[config.mk]
export PLATFORM = sky130hd
export DESIGN_NAME = time_syn_multi
export DESIGN_NICKNAME = d
export VERILOG_FILES = /design/src/rtl/time_syn_pkg.sv /design/src/rtl/time_syn_delay_avg.sv /design/src/rtl/time_syn_multi.sv
export SDC_FILE = /design/constraint.sdc
export NUM_CORES = 1
export LEC_CHECK = 0
export CAP_MARGIN = 10
export CORE_AREA = 2 2 266 268
export DETAILED_ROUTE_END_ITERATION = 8
export DIE_AREA = 0 0 268 270
export DONT_BUFFER_PORTS = 1
export HOLD_SLACK_MARGIN = 0.03
export PLACE_DENSITY = 0.6
export SETUP_SLACK_MARGIN = 0.3
export SYNTH_ARGS = -nofsm -noshare
export SYNTH_HDL_FRONTEND = slang
export SYNTH_SLANG_ARGS = --single-unit
[constraint.sdc]
create_clock -name i_clk -period 8.8 [get_ports i_clk]
set_input_delay 1.32 -clock i_clk [delete_from_list [all_inputs] [get_ports i_clk]]
set_output_delay 1.32 -clock i_clk [all_outputs]
set_load 0.02 [all_outputs]
[src/rtl/time_syn_pkg.sv]
// Shared definitions for the multi-port time synchronisation block.
package time_syn_pkg;

   typedef enum logic [2:0] {
      ST_IDLE     = 3'd0,
      ST_SEND_TS  = 3'd1,
      ST_WAIT_RET = 3'd2,
      ST_WAIT_STD = 3'd3,
      ST_CORRECT  = 3'd4,
      ST_DONE     = 3'd5,
      ST_FAIL     = 3'd6
   } state_t;

   // Cycles between capturing standard time and the corrected value appearing.
   localparam int unsigned CORR_ADJ = 2;

   function automatic logic is_busy_state(input state_t st);
      logic busy;
      case (st)
         ST_SEND_TS, ST_WAIT_RET, ST_WAIT_STD, ST_CORRECT: busy = 1'b1;
         default:                                          busy = 1'b0;
      endcase
      return busy;
   endfunction

endpackage

[src/rtl/time_syn_delay_avg.sv]
// Delay averager: accumulates per-round delays and exposes the running
// sum (including the current input) divided by 2^P_AVG_LOG2.
module time_syn_delay_avg #(
   parameter int P_TS_WIDTH = 64,
   parameter int P_AVG_LOG2 = 2
) (
   input  logic                  i_clk,
   input  logic                  i_rst,
   input  logic                  i_clr,
   input  logic                  i_add,
   input  logic [P_TS_WIDTH-1:0] i_delay,
   output logic [P_TS_WIDTH-1:0] o_avg_next
);

   localparam int ACC_W = P_TS_WIDTH + P_AVG_LOG2;

   logic [ACC_W-1:0] acc_r;
   logic [ACC_W-1:0] sum_s;

   assign sum_s      = acc_r + ACC_W'(i_delay);
   assign o_avg_next = P_TS_WIDTH'(sum_s >> P_AVG_LOG2);

   // accumulator register
   always_ff @(posedge i_clk) begin
      if (i_rst) begin
         acc_r <= '0;
      end else if (i_clr) begin
         acc_r <= '0;
      end else if (i_add) begin
         acc_r <= sum_s;
      end
   end

endmodule

[src/rtl/time_syn_multi.sv]
// Slave-side time synchronisation against one selectable upstream port:
// averages the one-way delay over several exchanges, then loads standard time.
module time_syn_multi
   import time_syn_pkg::*;
#(
   parameter int P_PORT_NUM  = 4,
   parameter int P_TS_WIDTH  = 64,
   parameter int P_FRAME_LEN = 8,
   parameter int P_TIME_OUT  = 300,
   parameter int P_PROCESS   = 4,
   parameter int P_AVG_LOG2  = 2,
   parameter int P_MAX_RETRY = 3
) (
   input  logic                                                 i_clk,
   input  logic                                                 i_rst,
   input  logic                                                 i_master_mode,
   input  logic                                                 i_time_syn_start,
   input  logic [((P_PORT_NUM > 1) ? $clog2(P_PORT_NUM) : 1)-1:0] i_port_sel,
   input  logic [31:0]                                          i_resync_period,
   input  logic [P_PORT_NUM-1:0]                                i_recv_return_valid,
   input  logic [P_PORT_NUM*P_TS_WIDTH-1:0]                     i_recv_return_ts,
   input  logic [P_PORT_NUM-1:0]                                i_recv_std_valid,
   input  logic [P_PORT_NUM*P_TS_WIDTH-1:0]                     i_recv_std_time,
   output logic [P_PORT_NUM-1:0]                                o_send_ts_valid,
   output logic [P_TS_WIDTH-1:0]                                o_local_time,
   output logic [P_TS_WIDTH-1:0]                                o_time_offset,
   output logic                                                 o_busy,
   output logic                                                 o_syn_done,
   output logic                                                 o_syn_fail
);

   localparam int                    SEL_W      = (P_PORT_NUM > 1) ? $clog2(P_PORT_NUM) : 1;
   localparam int                    RND_W      = P_AVG_LOG2 + 1;
   localparam logic [RND_W-1:0]      LAST_RND   = RND_W'((1 << P_AVG_LOG2) - 1);
   localparam logic [31:0]           FRAME_LAST = 32'(P_FRAME_LEN);
   localparam logic [31:0]           TO_LAST    = 32'(P_TIME_OUT - 1);
   localparam logic [7:0]            RETRY_MAX  = 8'(P_MAX_RETRY);
   localparam logic [P_TS_WIDTH-1:0] PROC_C     = P_TS_WIDTH'(P_PROCESS);
   localparam logic [P_TS_WIDTH-1:0] ADJ_C      = P_TS_WIDTH'(CORR_ADJ);
   localparam logic [P_PORT_NUM-1:0] ONE_HOT0   = P_PORT_NUM'(1);

   state_t                  state_r, state_s;
   logic                    start_d_r, start_edge_s;
   logic [SEL_W-1:0]        sel_r;
   logic [31:0]             cnt_r;
   logic [RND_W-1:0]        rounds_r;
   logic [7:0]              retry_r;
   logic [P_TS_WIDTH-1:0]   local_time_r, offset_r, std_hold_r;
   logic [P_PORT_NUM-1:0]   send_valid_r;
   logic                    busy_r, done_r, fail_r;

   logic                    ret_vld_s, std_vld_s;
   logic [P_TS_WIDTH-1:0]   ret_ts_s, std_ts_s, delay_s, avg_next_s;
   logic                    clr_s, add_s, cap_off_s, retry_inc_s, retry_clr_s, latch_sel_s;

   assign start_edge_s = i_time_syn_start & ~start_d_r;

   // selected-port receive mux
   always_comb begin
      ret_vld_s = 1'b0;
      std_vld_s = 1'b0;
      ret_ts_s  = '0;
      std_ts_s  = '0;
      for (int p = 0; p < P_PORT_NUM; p++) begin
         ret_vld_s = ret_vld_s | ((sel_r == SEL_W'(p)) & i_recv_return_valid[p]);
         std_vld_s = std_vld_s | ((sel_r == SEL_W'(p)) & i_recv_std_valid[p]);
         ret_ts_s  = (sel_r == SEL_W'(p)) ? i_recv_return_ts[p*P_TS_WIDTH +: P_TS_WIDTH] : ret_ts_s;
         std_ts_s  = (sel_r == SEL_W'(p)) ? i_recv_std_time[p*P_TS_WIDTH +: P_TS_WIDTH] : std_ts_s;
      end
   end

   // Half the round trip minus the far end's fixed turnaround, wrapping naturally.
   assign delay_s = (local_time_r - ret_ts_s - PROC_C) >> 1;

   time_syn_delay_avg #(
      .P_TS_WIDTH (P_TS_WIDTH),
      .P_AVG_LOG2 (P_AVG_LOG2)
   ) u_delay_avg (
      .i_clk      (i_clk),
      .i_rst      (i_rst),
      .i_clr      (clr_s),
      .i_add      (add_s),
      .i_delay    (delay_s),
      .o_avg_next (avg_next_s)
   );

   // next-state and control strobes
   always_comb begin
      state_s     = state_r;
      clr_s       = 1'b0;
      add_s       = 1'b0;
      cap_off_s   = 1'b0;
      retry_inc_s = 1'b0;
      retry_clr_s = 1'b0;
      latch_sel_s = 1'b0;
      if (i_master_mode) begin
         state_s = ST_IDLE;
      end else begin
         case (state_r)
            ST_IDLE: begin
               if (start_edge_s) begin
                  state_s     = ST_SEND_TS;
                  latch_sel_s = 1'b1;
                  clr_s       = 1'b1;
               end else begin
                  state_s = ST_IDLE;
               end
            end
            ST_SEND_TS: begin
               if (cnt_r == FRAME_LAST) begin
                  state_s = ST_WAIT_RET;
               end else begin
                  state_s = ST_SEND_TS;
               end
            end
            ST_WAIT_RET, ST_WAIT_STD: begin
               if (state_r == ST_WAIT_RET && ret_vld_s) begin
                  add_s = 1'b1;
                  if (rounds_r == LAST_RND) begin
                     state_s   = ST_WAIT_STD;
                     cap_off_s = 1'b1;
                  end else begin
                     state_s = ST_SEND_TS;
                  end
               end else if (state_r == ST_WAIT_STD && std_vld_s) begin
                  state_s = ST_CORRECT;
               end else if (cnt_r == TO_LAST) begin
                  retry_inc_s = 1'b1;
                  clr_s       = 1'b1;
                  state_s     = ((retry_r + 8'd1) >= RETRY_MAX) ? ST_FAIL : ST_SEND_TS;
               end else begin
                  state_s = state_r;
               end
            end
            ST_CORRECT: begin
               state_s     = ST_DONE;
               retry_clr_s = 1'b1;
            end
            ST_DONE: begin
               if (start_edge_s) begin
                  state_s     = ST_SEND_TS;
                  latch_sel_s = 1'b1;
                  clr_s       = 1'b1;
               end else if (i_resync_period != 32'd0 && cnt_r == (i_resync_period - 32'd1)) begin
                  state_s = ST_SEND_TS;
                  clr_s   = 1'b1;
               end else begin
                  state_s = ST_DONE;
               end
            end
            ST_FAIL: begin
               if (start_edge_s) begin
                  state_s     = ST_SEND_TS;
                  latch_sel_s = 1'b1;
                  clr_s       = 1'b1;
                  retry_clr_s = 1'b1;
               end else begin
                  state_s = ST_FAIL;
               end
            end
            default: begin
               state_s = ST_IDLE;
            end
         endcase
      end
   end

   // state, counters and registered outputs
   always_ff @(posedge i_clk) begin
      if (i_rst) begin
         state_r      <= ST_IDLE;
         start_d_r    <= 1'b0;
         sel_r        <= '0;
         cnt_r        <= 32'd0;
         rounds_r     <= '0;
         retry_r      <= 8'd0;
         local_time_r <= '0;
         offset_r     <= '0;
         std_hold_r   <= '0;
         send_valid_r <= '0;
         busy_r       <= 1'b0;
         done_r       <= 1'b0;
         fail_r       <= 1'b0;
      end else begin
         state_r   <= state_s;
         start_d_r <= i_time_syn_start;
         cnt_r     <= (state_s != state_r) ? 32'd0 : cnt_r + 32'd1;
         if (latch_sel_s) begin
            sel_r <= i_port_sel;
         end
         if (clr_s) begin
            rounds_r <= '0;
         end else if (add_s) begin
            rounds_r <= rounds_r + RND_W'(1);
         end
         if (retry_clr_s) begin
            retry_r <= 8'd0;
         end else if (retry_inc_s) begin
            retry_r <= retry_r + 8'd1;
         end
         if (state_r == ST_CORRECT) begin
            local_time_r <= std_hold_r + offset_r + ADJ_C;
         end else begin
            local_time_r <= local_time_r + P_TS_WIDTH'(1);
         end
         if (state_s == ST_CORRECT) begin
            std_hold_r <= std_ts_s;
         end
         if (cap_off_s) begin
            offset_r <= avg_next_s;
         end
         send_valid_r <= (state_r == ST_SEND_TS) ? (ONE_HOT0 << sel_r) : '0;
         busy_r       <= is_busy_state(state_s);
         fail_r       <= (state_s == ST_FAIL);
         if (state_s == ST_FAIL || state_s == ST_IDLE) begin
            done_r <= 1'b0;
         end else if (state_r == ST_CORRECT) begin
            done_r <= 1'b1;
         end
      end
   end

   assign o_send_ts_valid = send_valid_r;
   assign o_local_time    = local_time_r;
   assign o_time_offset   = offset_r;
   assign o_busy          = busy_r;
   assign o_syn_done      = done_r;
   assign o_syn_fail      = fail_r;

endmodule
# After elaboration in Yosys (flattened, before gate mapping)
# Index checks and enable logic that the tools add are counted.
totals:
  register_bits: 314
classes:
  add_sub_neg: 10
  order_cmp: 1
  n_eq_ne: 19
  shift: 1
  mux: 43
  bitwise_logic: 17
  reduce_logical: 17
op_table:
  columns: ["op", "count"]
  rows:
  - ["64-bit 2-to-1 mux", 9]
  - ["66-bit by 63-bit adder with 66-bit output", 1]
  - ["64-bit by 1-bit adder with 64-bit output (second input constant)", 1]
  - ["64-bit by 2-bit adder with 64-bit output (second input constant)", 1]
  - ["64-bit adder", 1]
  - ["64-bit by 3-bit subtractor with 64-bit output (second input constant)", 1]
  - ["64-bit subtractor", 1]
  - ["32-bit by 1-bit adder with 32-bit output (second input constant)", 1]
  - ["32-bit == test", 1]
  - ["32-bit by 4-bit == test with 1-bit output (second input constant)", 1]
  - ["32-bit by 9-bit == test with 1-bit output (second input constant)", 1]
  - ["32-bit nonzero test", 1]
  - ["32-bit by 1-bit subtractor with 32-bit output (second input constant)", 1]
  - ["3-bit 2-to-1 mux", 8]
  - ["1-bit 2-to-1 mux", 21]
  - ["3-bit case mux with 6 select lines", 1]
  - ["3-bit by 2-bit == test with 1-bit output (second input constant)", 5]
  - ["3-bit == test (second input constant)", 5]
  - ["2-bit OR reduction", 7]
  - ["1-bit AND", 9]
  - ["8-bit by 1-bit adder with 8-bit output (second input constant)", 1]
  - ["8-bit by 2-bit >= comparator with 1-bit output (second input constant)", 1]
  - ["3-bit by 1-bit == test with 1-bit output (second input constant)", 2]
  - ["3-bit logical NOT", 2]
  - ["15 further kinds", 25]

# Longest topological paths before layout
# Gate-level depths: netlist of run 1.
logic_depth:
  ltp_word: 13
  mapped_depth: 31

# By module
# Synthesis of run 1 repeated with hierarchy kept, for this count alone.
unflattened:
  cells_unflattened: 3845
  hier_area_um2: 30925.9
modules_own_cells:
  columns: ["mod", "n_inst", "cells_each", "area_each_um2", "seq_area_each_um2"]
  rows:
  - ["time_syn_multi", 1, 2955, 23869.1, 4964.8]
  - ["time_syn_delay_avg", 1, 890, 7056.8, 1321.3]

# Least setup slack after synthesis of run 1
# No wires, ideal clock.
synth_path:
  kind: "flip-flop to flip-flop"
  startpoint: "reg sel_r[0]"
  endpoint: "reg u_delay_avg.acc_r[65]"
  t_arrival_ps: 7683
  required_time_ps: 8672
  setup_slack_ps: 990
  path_stages_with_launch: 30
  n_path_buf: 6
  cell_sequence: "dfxtp_1 -> clkbuf_1 -> buf_1 -> clkbuf_1 -> buf_1 -> mux4_2 -> ha_1 -> inv_1 -> ha_1 -> clkbuf_1 -> nand4_1 -> or2_2 -> or4_1 -> a21oi_1 -> nor4_1 -> o311a_1 -> o21ai_0 -> xor2_1 -> ha_1 -> clkbuf_1 -> nand3_1 -> or2_2 -> o221ai_1 -> a211o_1 -> o2bb2ai_1 -> nor3_1 -> o41a_1 -> nor3_1 -> xnor2_1 -> nor2_1"
synth_via:
  elab_chain_len: 11
  word_cells_on_any_way: 35
  cone_classes: "add/sub: 3; eq/ne: 3; mux: 11; bitwise: 14; reduce/logical: 4"
synth_lines:
  columns: ["item", "line_no", "rtl"]
  rows:
  - ["from (decl)", "time_syn_multi.sv:44", "logic [SEL_W-1:0] sel_r;"]
  - ["from (signal assigned)", "time_syn_multi.sv:189", "sel_r <= i_port_sel;"]
  - ["parallel branches: the longest is 11 deep, another holds 66-bit by 63-bit adder with 66-bit output", null, null]
  - ["to (signal assigned)", "time_syn_delay_avg.sv:30", "acc_r <= sum_s;"]
  - ["to (decl)", "time_syn_delay_avg.sv:17", "logic [ACC_W-1:0] acc_r;"]
# Parallel ways; which one is timed is not known.
# A chain may end at the register's enable or synchronous reset.

# Worst setup path in the final report of run 1
layout_path:
  startpoint: "reg sel_r[0]"
  endpoint: "reg offset_r[62] (netlist: o_time_offset[62])"
layout_via:
  elab_chain_len: 9
  word_cells_on_any_way: 22
  cone_classes: "add/sub: 3; eq/ne: 3; mux: 7; bitwise: 7; reduce/logical: 2"
layout_lines:
  columns: ["item", "line_no", "rtl"]
  rows:
  - ["parallel branches: the longest is 9 deep, another holds 66-bit by 63-bit adder with 66-bit output", null, null]
  - ["to (signal assigned)", "time_syn_multi.sv:210", "offset_r <= avg_next_s;"]
  - ["to (decl)", "time_syn_multi.sv:48", "logic [P_TS_WIDTH-1:0] local_time_r, offset_r, std_hold_r;"]
# Parallel ways; which one is timed is not known.

==> results of run 1 <==
## where the power goes
part	internal, mW	switching, mW	leakage (nW)
Combinational	0.549	0.911	9.35
Clock	1.11	0.733	0.722
Sequential	1.42	0.0115	2.53
Total	3.09	1.66	12.6
## final timing paths
kind	depth (start not counted)	start	end
max	27	sel_r[0]	o_time_offset[62]
min	2	u_delay_avg.acc_r[45]	u_delay_avg.acc_r[45]
max reg2reg	27	sel_r[0]	o_time_offset[62]
min reg2reg	2	u_delay_avg.acc_r[45]	u_delay_avg.acc_r[45]
## area by class of cell
type	instances	area [um2]	share of cell area (%)
repair buffers	25	238	0.740
multi-input cells	2959	22000	68.6
diodes	1	2.50	0.00779
clock inverters	22	330	1.03
flip-flops and latches	314	6290	19.6
inverters	240	901	2.80
clock buffers	53	1150	3.59
well taps	940	1180	3.66
## per-layer routing
layer	wire length (um)	up-vias	track usage, %
li1	-	13272	-
met1	48200	12999	40.1
met2	45400	1081	42.7
met3	9370	147	6.22
met4	2860	4	7.34
met5	21	-	0
## through the flow
step           power (mW)  utilization [%]
2_1_floorplan        2.55                -
3_3_place_gp         2.91             44.0
3_5_place_dp         2.90             44.0
4_1_cts              4.76             46.2
5_1_grt              4.97             46.2
6_report             4.74             46.2
## registers in the layout (all words and copies together) (netlist names), 3 cells and up
register,cells
cnt_r,32
o_local_time,64
o_send_ts_valid,4
o_time_offset,64
retry_r,8
rounds_r,3
state_r,3
std_hold_r,64
u_delay_avg.acc_r,66
## worst max-delay path, delay by kind of cell, from the launching register on
family,cells,cell delay (ns)
adders and majority gates,4,1.33
DFF,1,0.55
buffers and inverters,2,0.46
muxes,1,0.55
and+or+nand+nor,8,2.09
AOI/OAI and AO/OA,11,2.61
xor gates and xnor gates,1,0.10
## kinds of logic after synthesis
group,synth area share (%)
AOI/OAI and AO/OA,20.0
xor gates and xnor gates,9.00
adders and majority gates,13.6
buffers and inverters,5.69
DFF,21.0
muxes,12.2
and+or+nand+nor,18.5
## Yosys cell counts (97+ instances only)
cell	number	area share (%)
nand3_1	97	1.6
nor3_1	102	1.7
a21oi_1	326	5.4
a21o_1	99	2.5
dfxtp_1	314	21
nor2_1	291	3.6
mux4_2	130	9.8
o21ai_0	146	2.4
xnor2_1	199	5.8
clkbuf_1	167	2.1
inv_1	240	3.0
nand2_1	392	4.9
xor2_1	109	3.2
ha_1	320	13
==> impl_metrics.yaml, run 1 <==
sta:
  final.setup.worst_slack_ns: 0.969
  tns_ns: 0
  whs_ns: 0.458
  fin_skew_ns: 0.0208
  rsz0062_at_grt: "false"
  period_minus_slack_ns: 7.83
  max_freq_mhz: 128
  finalSetupViolCount: 0
  hold_viol_final: 0
  worst_pin_slew_ns: 1.02
  slew_violations: 0
  post-route-period-util_pct: 89.0
  max-slew-margin-rel_pct: 31.8
yosys:
  synth_async_sr_flop_share_pct: 0
  syn_nets: 4591
  synth_area_um2: 30000
  syn_area_per_cell_um2: 8.08
  yosys_warnings: 0
  synthFlopType: "dfxtp_1"
  synth_edf_count: 0
  synth.yosys.seq_area_share_pct: 21.0
  ys_ff_latch: 314
  postSynthCellCount: 3710
  yosys.cell_types.count: 79
floorplanning:
  core_area_um2: 69500
  die-area_um2: 72400
  die_w_um: 268
  start_util_pct: 43.1
  die_h_um: 270
  fp-row-count: 97
  pin_count: 693
global_routing:
  grt_max_degree: 181
  grt_pass1_vias: 25700
  grtUsageTotal_pct: 28.1
  antenna_found_initial: 4
  grt_overflow_total: 0
  grt_pass1_wl_mm: 157
status:
  status: "complete, no violations"
place:
  dpl_worst_slack_ns: 0.676
  port_buffers: 0
  place_inst: 4478
  hpwlAfterDp_mm: 85.2
  place.gp.congestion: 0.983
  placed_area_um2: 30600
worst_setup_path:
  slowest_delay_ns: 0.65
  ff2ff_setup_slack_ns: 0.97
  cp.required_ns: 9.26
  start_kind: "flop"
  slowest_stage: "o41ai_1"
  critPathKind: "reg2reg"
  arrival_ns: 8.29
  worst_setup_path_end_kind: "flop"
  crit_fanout: 18
routing:
  first_pass_iters: 5
  ant_nets: 0
  drt_iter0_markers: 2299
  drt-total-wl_mm: 106
  routedWlPerCell_um: 23.2
  drc: 0
  avgViaCountPerCell: 6.04
  num_vias: 27503
pwr:
  peakVddDrop_uv: 141
  power-per-cell-area_nw_per_um2: 148
  p_leak_nw: 12.6
finish:
  most-common-layout-cells: "nand2_1, a21oi_1, ha_1"
  fillers: 6944
  layout_commonest_cell: "nand2_1"
  drive_gt1_share_pct: 7.50
  nNetsFinal: 4463
  final_cell_area_um2: 32100
  fin_cells: 4554
  syn2layout_area_growth_pct: 7.15
cts:
  tritoncts: "yes"
  h-tree-depth: 2
  clkSlewWorstSetupHoldPaths_ns: 0.06
  cts_buffer_depth: 3
  cts_buffers: 42
  cts_resized: 0
  cts_sinks: 314
  postCtsSetupRepairBufs: 0
  clock_latency_ns: 0.59
  cts_hold_buf: 0
  clock-root-buffer: "clkbuf_16"
job:
  drv_cap: 0
min_path:
  holdCritPathClass: "reg2reg"
(Power assumes the default switching activity.)
==> inputs of run 2 (changes only) <==
--- a/config.mk
+++ b/config.mk
@@ -11,6 +11,7 @@
 export DIE_AREA = 0 0 268 270
 export DONT_BUFFER_PORTS = 1
 export HOLD_SLACK_MARGIN = 0.03
+export MAX_ROUTING_LAYER = met4
 export PLACE_DENSITY = 0.6
 export SETUP_SLACK_MARGIN = 0.3
 export SYNTH_ARGS = -nofsm -noshare
==> constraint.sdc (replaced) <==
create_clock -name i_clk -period 8.8 [get_ports i_clk]
set_input_delay 1.32 -clock i_clk [delete_from_list [all_inputs] [get_ports i_clk]]
set_output_delay 1.32 -clock i_clk [all_outputs]
set_load 0.1 [all_outputs]
==> run 2 against run 1 <==
Net effect: clock skew up 0.015 ns; clock power about the same; setup slack improved by 0.079 ns; critical path depth stayed put; die area did not move; largest cell class unchanged; hold slack improved by 0.0021 ns; sequential share of layout area shrank 0.38 points; utilization rose by 0.90 points.
==> impl_metrics.yaml, run 2 (synthesis gave the netlist of run 1 again) <==
worst_setup_path:
  worst-path-buf-inv: 2
  start_kind: "flop"
  critPathTopFamily: "compound AO/OA/AOI/OAI gates"
  worst_setup_path_end_kind: "flop"
  slowest_delay_ns: 0.61
  crit_fanout: 32
  slowest_stage: "o41ai_1"
  cp.required_ns: 9.24
  arrival_ns: 8.19
  critPathKind: "reg2reg"
global_routing:
  grt_pass1_vias: 25848
  grtUsageTotal_pct: 29.4
  grt_max_degree: 181
  grt_overflow_total: 0
  grt_pass1_wl_mm: 159
  antenna_found_initial: 6
pwr:
  p_int_mw: 3.09
  p_leak_nw: 13.1
  power-per-cell-area_nw_per_um2: 146
  switching_share_pct: 35.2
  p_seq_share_pct: 30.0
  switchingPower_mw: 1.68
  peakVddDrop_uv: 110
  finalPower_mw: 4.77
  comb_power_share_pct: 31.2
  pwr-share-clk_pct: 38.8
place:
  port_buffers: 0
  hpwlAfterDp_mm: 85.9
  placed_area_um2: 31300
  place.gp.congestion: 0.997
routing:
  num_vias: 27876
  first_pass_iters: 6
  drt-total-wl_mm: 107
  drt_iter0_markers: 2348
  ant_nets: 0
  avgViaCountPerCell: 6.00
  drc: 0
  routedWlPerCell_um: 23.0
floorplanning:
  core_area_um2: 69500
  die_h_um: 270
  fp-row-count: 97
  die-area_um2: 72400
  pin_count: 693
  start_util_pct: 43.1
  die_w_um: 268
sta:
  period_minus_slack_ns: 7.75
  finalSetupViolCount: 0
  worst_pin_slew_ns: 1.20
  max_freq_mhz: 129
  max-slew-margin-rel_pct: 19.6
  post-route-period-util_pct: 88.1
  tns_ns: 0
  hold_viol_final: 0
  slew_violations: 0
  fin_skew_ns: 0.0354
  rsz0062_at_grt: "false"
finish:
  most-common-layout-cells: "nand2_1, a21oi_1, ha_1"
  nNetsFinal: 4551
  largest_register_ffs: 66
  fillers: 6971
  final_cell_area_um2: 32800
  regMostFlops: "u_delay_avg.acc_r"
  drive_gt1_share_pct: 9.78
  layout_commonest_cell: "nand2_1"
  fin_util_pct: 47.1
  syn2layout_area_growth_pct: 9.24
cts:
  cts_sinks: 314
  cts_buffers: 41
  tritoncts: "yes"
  cts_buffer_depth: 3
  clock-root-buffer: "clkbuf_16"
  cts_hold_buf: 0
  clock_latency_ns: 0.58
  postCtsSetupRepairBufs: 0
  cts_resized: 0
  clkSlewWorstSetupHoldPaths_ns: 0.06
  h-tree-depth: 2
min_path:
  holdCritPathClass: "reg2reg"
job:
  drv_cap: 0
status:
  status: "complete, no violations"
==> run 2: per-stage QoR <==
stage / hold WS, ns / setup WS [ns] / std cells
2_1_floorplan: 0.436 / 0.990 / 3710
3_5_place_dp: 0.451 / 0.841 / 4567
6_report: 0.460 / 1.05 / 4645
3_3_place_gp: 0.446 / 0.879 / 4567
5_1_grt: 0.475 / 0.471 / 4645
4_1_cts: 0.462 / 1.07 / 4642
==> run 2: path summary, 6_finish.rpt <==
| kind | cells past startpoint | to | from | slack, ns |
|---|---|---|---|---|
| hold reg to reg | 2 | u_delay_avg.acc_r[27] | u_delay_avg.acc_r[27] | 0.46 |
| hold / removal | 2 | u_delay_avg.acc_r[27] | u_delay_avg.acc_r[27] | 0.46 |
| setup reg to reg | 27 | o_time_offset[62] | sel_r[0] | 1.05 |
| setup / recovery | 27 | o_time_offset[62] | sel_r[0] | 1.05 |
==> run 2: routing by layer <==
metal  global-route usage [%]  wire (um)
met5                        -          0
met4                     6.29       2460
met3                     5.54       8490
met2                     43.3      45900
met1                     41.5      50100
==> run 2: cell type report <==
cell class	instances	area, um2	area share [%]
Tap cell	940	1180	3.59
Sequential cell	314	6290	19.2
Multi-Input combinational cell	2959	22000	67.2
Clock inverter	21	259	0.791
Antenna cell	3	7.51	0.0229
Inverter	240	901	2.75
Clock buffer	54	1210	3.69
Timing Repair Buffer	114	881	2.69
==> run 2: power by group through the flow <==
stage,Combinational (mW),Clock (mW),Sequential (mW)
2_1_floorplan,1.09,0,1.47
3_3_place_gp,1.46,0,1.46
3_5_place_dp,1.45,0,1.47
4_1_cts,1.46,1.89,1.43
5_1_grt,1.62,1.94,1.43
6_report,1.49,1.85,1.43
==> run 2: worst register-to-register path, cell delays in order (launching register included) <==
cell       delay (ns)
dfxtp_4          0.35
buf_4            0.48
mux4_2           0.64
inv_1            0.07
ha_1             0.22
ha_1             0.23
fa_1             0.44
a211oi_1         0.28
o21ai_0          0.14
o211a_1          0.16
o41ai_1          0.61
or4_1            0.27
a21oi_1          0.08
nor4_1           0.49
o21ai_0          0.17
a21oi_1          0.19
xnor2_1          0.11
ha_1             0.45
nand4_1          0.17
nor2_1           0.22
nand2_1          0.16
or2_2            0.30
o221ai_1         0.21
a221o_1          0.21
o2111ai_1        0.14
a21oi_1          0.29
nor4_1           0.09
or3b_2           0.46
